[src/rtl/inst_queue.sv]
// inst_queue: decoupling FIFO between IF and ID. Buffers IFreg bus words,
// drops everything on a pipeline flush, and closes to new pushes after an
// entry carrying an exception or refetch tag so no wrong-path fetch queues up.
module inst_queue #(
   parameter int DEPTH    = 4,
   parameter int BUS_LEN  = 81,
   parameter int EBUS_LSB = 65
) (
   input  logic                       clk,
   input  logic                       reset,
   input  logic                       IFreg_valid,
   input  logic                       IF_ready_go,
   input  logic [BUS_LEN-1:0]         IFreg_bus,
   output logic                       IQ_allow_in,
   output logic                       IQ_valid,
   output logic [BUS_LEN-1:0]         IQ_bus,
   input  logic                       ID_allow_in,
   input  logic                       flush,
   output logic [$clog2(DEPTH+1)-1:0] IQ_count,
   output logic                       IQ_blocked
);

   localparam int PW = $clog2(DEPTH);
   localparam int CW = $clog2(DEPTH+1);

   logic [DEPTH-1:0][BUS_LEN-1:0] mem;
   logic [PW-1:0]                 head, tail;
   logic [CW-1:0]                 count;
   logic                          blocked;
   logic                          full, push, pop, blk_entry;

   assign full        = (count == CW'(DEPTH));
   assign IQ_valid    = (count != '0) & ~flush;
   assign IQ_bus      = mem[head];
   // A pop in the same cycle frees the slot, so a full queue can still take a push.
   assign IQ_allow_in = ~reset & ~blocked & (~full | (IQ_valid & ID_allow_in));
   assign push        = IQ_allow_in & IF_ready_go & IFreg_valid & ~flush;
   assign pop         = IQ_valid & ID_allow_in & ~flush;
   // Any nonzero exception code or a refetch tag ends the sequential stream.
   assign blk_entry   = (|IFreg_bus[BUS_LEN-1:EBUS_LSB]) | IFreg_bus[0];
   assign IQ_count    = count;
   assign IQ_blocked  = blocked;

   // Pointer/count/blocked state; flush wins over any push or pop.
   always_ff @(posedge clk or posedge reset) begin
      if (reset) begin
         head    <= '0;
         tail    <= '0;
         count   <= '0;
         blocked <= 1'b0;
      end else if (flush) begin
         count   <= '0;
         head    <= tail;
         blocked <= 1'b0;
      end else begin
         if (push) tail <= tail + PW'(1);
         if (pop)  head <= head + PW'(1);
         if (push & blk_entry) blocked <= 1'b1;
         if (push & ~pop)      count <= count + CW'(1);
         else if (pop & ~push) count <= count - CW'(1);
      end
   end

   // Entry storage; cleared on reset so IQ_bus reads zero before the first push.
   always_ff @(posedge clk or posedge reset) begin
      if (reset)     mem       <= '0;
      else if (push) mem[tail] <= IFreg_bus;
   end

   // Occupancy must agree with the pointer distance (full when they meet with count==DEPTH).
   always @(posedge clk) begin
      if (!reset) begin
         if (full) assert (tail == head);
         else      assert (count == CW'(PW'(tail - head)));
      end
   end

endmodule

[config.mk]
export PLATFORM = sky130hd
export DESIGN_NAME = inst_queue
export DESIGN_NICKNAME = d
export VERILOG_FILES = /design/src/rtl/inst_queue.sv
export SDC_FILE = /design/constraint.sdc
export NUM_CORES = 1
export LEC_CHECK = 0
export ABC_AREA = 1
export CAP_MARGIN = 30
export CORE_ASPECT_RATIO = 1.4
export CORE_MARGIN = 3
export CORE_UTILIZATION = 30
export DETAILED_ROUTE_END_ITERATION = 7
export DONT_BUFFER_PORTS = 1
export PLACE_DENSITY_LB_ADDON = 0.1
export SLEW_MARGIN = 30
export SYNTH_ARGS = -nofsm -noshare
export SYNTH_HDL_FRONTEND = slang
export SYNTH_SLANG_ARGS = --single-unit
[constraint.sdc]
create_clock -name clk -period 13.9 [get_ports clk]
set_input_delay 2.78 -clock clk [delete_from_list [all_inputs] [get_ports clk]]
set_output_delay 2.78 -clock clk [all_outputs]
set_load 0.03 [all_outputs]
==> flow_results.org <==
** Detailed routing
- WL final :: 53170 um
- After the first detailed-routing iteration, the DRC count stood at 605.
- Final routed wire length divided by cell count :: 21.47 um
- Antenna-violating nets left :: 0
- Detailed-route via count :: 12767
- Drt pass-1 iters :: 5
- # DRC :: 0
- After detailed routing, the number of vias per cell comes to 5.154.

** Setup path
- Worst Path Max Fanout :: 84
- Largest incremental delay on the critical path :: 860 ps
- For the worst setup path, the data required time is 11120 ps.
- CP arrival :: 3830 ps
- In this run the register-to-register setup slack is 10870 ps.
- Crit. path cell count :: 4
- Critical R2R Launch :: IQ_count[1]$_DFFE_PP0P_
- Buffer and inverter count on the worst path :: 2
- Type of element capturing the critical path :: output port
- The slowest stage of the critical path belongs to the cell buf_4.
- Tracing the worst setup path back leads to its startpoint at head[0]$_DFFE_PP0P_.
- Top cell family by delay on the critical path :: buffers and inverters
- STA classifies the critical path startpoint as a register.
- Following the worst setup path forward leads to its endpoint at IQ_bus[23].
- Counting cells, the worst reg-to-reg path comes to 8.
- The endpoint identified for the worst register-to-register timing path is mem[261]$_DFFE_PP0P_.
- Traced cell by cell, the critical path runs through inv_4 > buf_4 > o21ai_0 > o22ai_1.
- Crit path kind :: register to output port

** Outcome
- The run finished with clean final reports.

** Die
- Width of the chip :: 197.4 um
- From bottom edge to top edge, the die measures 273.9 um.
- The initial utilization of the core area, before any placement, comes to 0.3053.
- Die Footprint :: 54050 um^2
- The floorplan step defined a core boundary enclosing 50370 um^2.
- After floorplanning, the core was divided into 97 placement rows.
- Count of pins on the block boundary :: 174

** Final layout
- Area growth, synth to finish :: 10.47%
- Antenna Diode Count :: 0
- Filler instances :: 5271
- For this run, the post-layout net count is 1904.
- At the end of the flow the core is filled with cells to 0.3373.
- Proportion of layout cells with a drive suffix above 1 :: 0.05016

** Global routing
- Pin count of the biggest net entering global routing :: 164
- In the global route stage, overall resource usage came out at 0.1941.
- Initial antenna violation count :: 0
- The via count of the first global-routing pass came to 12893.
- The first global-routing pass estimated 81430 um of wire.
- The total overflow left after global routing is 0.

** Synth
- EDFF count, synth :: 0
- Syn_area_per_cell :: 8.094 um^2
- Number of storage elements in the synthesis netlist :: 332
- Fraction of registers with async set or reset after synthesis :: 1.000
- Warnings, synthesis :: 0
- After synthesis, the netlist uses 29 different library cells.
- The number of nets handed over by synthesis was 1992.
- In the synthesized netlist the dominant register cell turns out to be dfrtp_1.
- Combined area of all synthesized cells :: 15380 um^2
- Mapped Cells :: 1900
- For this run, the register share of the synthesized area comes to 0.5402.

** Timing
- Hold is met by 477.4 ps.
- Of the available clock period, the critical path in the final layout requires 0.4757.
- Worst slew margin :: 0.3335
- Clk_skew :: 13.79 ps
- Setup violations remaining at the end of the flow were counted as 0.
- Final setup margin :: 7287 ps
- Max Fclk :: 0.1512 GHz
- Min cycle time layout :: 6613 ps
- Summed over all failing endpoints, the final setup total negative slack is 0 ps.
- At the pin with the least slew margin, the transition time is 999.8 ps.
- The final count of hold timing violations was 0.
- Unrepaired setup endpoints after global routing :: no
- Total count of max-transition violations in the final report :: 0

** Power
- IR analysis of the VDD net gives a maximum drop of 0.09833 mV.
- The analysis attributes to cell leakage a power of 0.008026 uW.
- Power spread over the standard cell area amounts to 258.7 nW/um^2.

** CTS
- TritonCTS created 39 clock buffers.
- CTS-repair resized insts :: 0
- TritonCTS built the clock tree.
- CTS Sinks :: 332
- The number of hold buffers added after CTS was 0.
- Later-pin clock latency in the skew report :: 530 ps
- Buffers added to address setup during post-CTS repair amount to 0.
- Cell at the root of the clock tree :: clkbuf_16
- Clock slew at reported path FFs :: 60 ps
- Depth of the CTS H-tree :: 2
- The longest clock path from root to sink contains 3 buffers.

** Hold path
- The worst hold path was traced through 2 stages.
- In this run the worst hold path is classified as register to register.

** Flow run
- Across the run, the number of max-cap violations was 0.

** Placement
- The HPWL after detailed placement is 28500 um.
- At the placement stage, the worst setup path has a slack of 7725 ps.
- Placer's final routability congestion estimate :: 0.7524
- Buffers placed on the I/O ports in this run total 0.
==> layout make-up <==
cell class                 count  area, um^2  area share
multi-input combinational   1385        6285      0.3699
inverter                      31       127.6    0.007512
sequential                   332        8313      0.4893
clock buffer                  57        1125     0.06621
timing repair buffer          23       236.5     0.01392
clock inverter                 6       97.59    0.005745
tap                          643       804.5     0.04736
==> logic make-up after synthesis <==
logic type               share of synthesized area
AO/OA/AOI/OAI                               0.2014
flip-flops                                  0.5402
AND/OR/NAND/NOR                             0.1993
adder cells (fa/ha/maj)                   0.004556
buffers and inverters                      0.05337
XOR/XNOR                                  0.001139
==> stage by stage <==
step / area [um^2] / cells / power, uW
floorplan: 15380 / 1900 / 2921
global placement: 15700 / 2412 / 3418
detailed placement: 15710 / 2412 / 3437
CTS: 16930 / 2475 / 4470
global route: 16990 / 2477 / 4710
finish: 16990 / 2477 / 4395
==> worst min-delay path by stage <==
| stage | startpoint | slack (ps) | end |
|---|---|---|---|
| floorplan | mem[161]$_DFFE_PP0P_ | 440 | mem[161]$_DFFE_PP0P_ |
| global placement | mem[242]$_DFFE_PP0P_ | 460 | mem[242]$_DFFE_PP0P_ |
| detailed placement | mem[242]$_DFFE_PP0P_ | 470 | mem[242]$_DFFE_PP0P_ |
| CTS | mem[242]$_DFFE_PP0P_ | 480 | mem[242]$_DFFE_PP0P_ |
| global route | mem[34]$_DFFE_PP0P_ | 500 | mem[34]$_DFFE_PP0P_ |
| finish | mem[242]$_DFFE_PP0P_ | 480 | mem[242]$_DFFE_PP0P_ |
==> worst reg2reg max path: stages, from the launching register on <==
cell and delay [ps]:
dfrtp_1 620, nor2_1 310, o211ai_2 160, nand3_4 120, buf_4 360, buf_16 290, buf_4 790, o21ai_0 200
nand2_1 110
==> where the power goes <==
group | leakage [uW] | internal [uW] | total (uW) | switching (uW)
clock network | 0.000593 | 595 | 1010 | 412
logic | 0.00314 | 413 | 1750 | 1330
registers | 0.00429 | 1390 | 1640 | 251
==> metal layers <==
layer / global-route usage / wire length (um) / vias up
met4: 0.04223 / 882 / 0
li1: - / - / 6094
met3: 0.04130 / 3051 / 53
met5: 0 / 0 / -
met1: 0.2496 / 22830 / 6324
met2: 0.3361 / 26410 / 296
==> state kept, by name (all words and copies together) (netlist names) <==
signal / flops
tail: 2
IQ_count: 3
IQ_blocked: 1
mem: 324
head: 2
==> cells in the final DEF (no fill, tap or decap), types with 2 or more instances in the layout <==
| cell | instances |
|---|---|
| o21a_1 | 48 |
| bufinv_16 | 2 |
| buf_16 | 2 |
| inv_2 | 5 |
| a21oi_1 | 2 |
| buf_6 | 3 |
| o21ai_1 | 45 |
| o21ai_0 | 395 |
| buf_4 | 17 |
| clkinv_2 | 2 |
| clkbuf_8 | 6 |
| ha_1 | 4 |
| nand3_1 | 4 |
| dfrtp_1 | 330 |
| clkbuf_16 | 40 |
| inv_1 | 23 |
| nor2_4 | 4 |
| nor2_1 | 170 |
| nand2_1 | 616 |
| clkbuf_1 | 11 |
| nand4_1 | 7 |
| o22ai_1 | 82 |
==> cell usage after synthesis, types with 7 or more instances <==
master / number / area [um^2]
o21a_1: 48 / 360.4
buf_2: 28 / 140.1
dfrtp_1: 332 / 8308
o21ai_0: 395 / 1977
buf_4: 16 / 120.1
inv_1: 28 / 105.1
nand2_1: 616 / 2312
o22ai_1: 82 / 513.0
nor2_1: 173 / 649.4
clkbuf_1: 85 / 319.1
nand4_1: 7 / 43.79
o21ai_1: 45 / 225.2
clkbuf_2: 19 / 95.09
No activity file was read; power rests on OpenSTA's default activity.
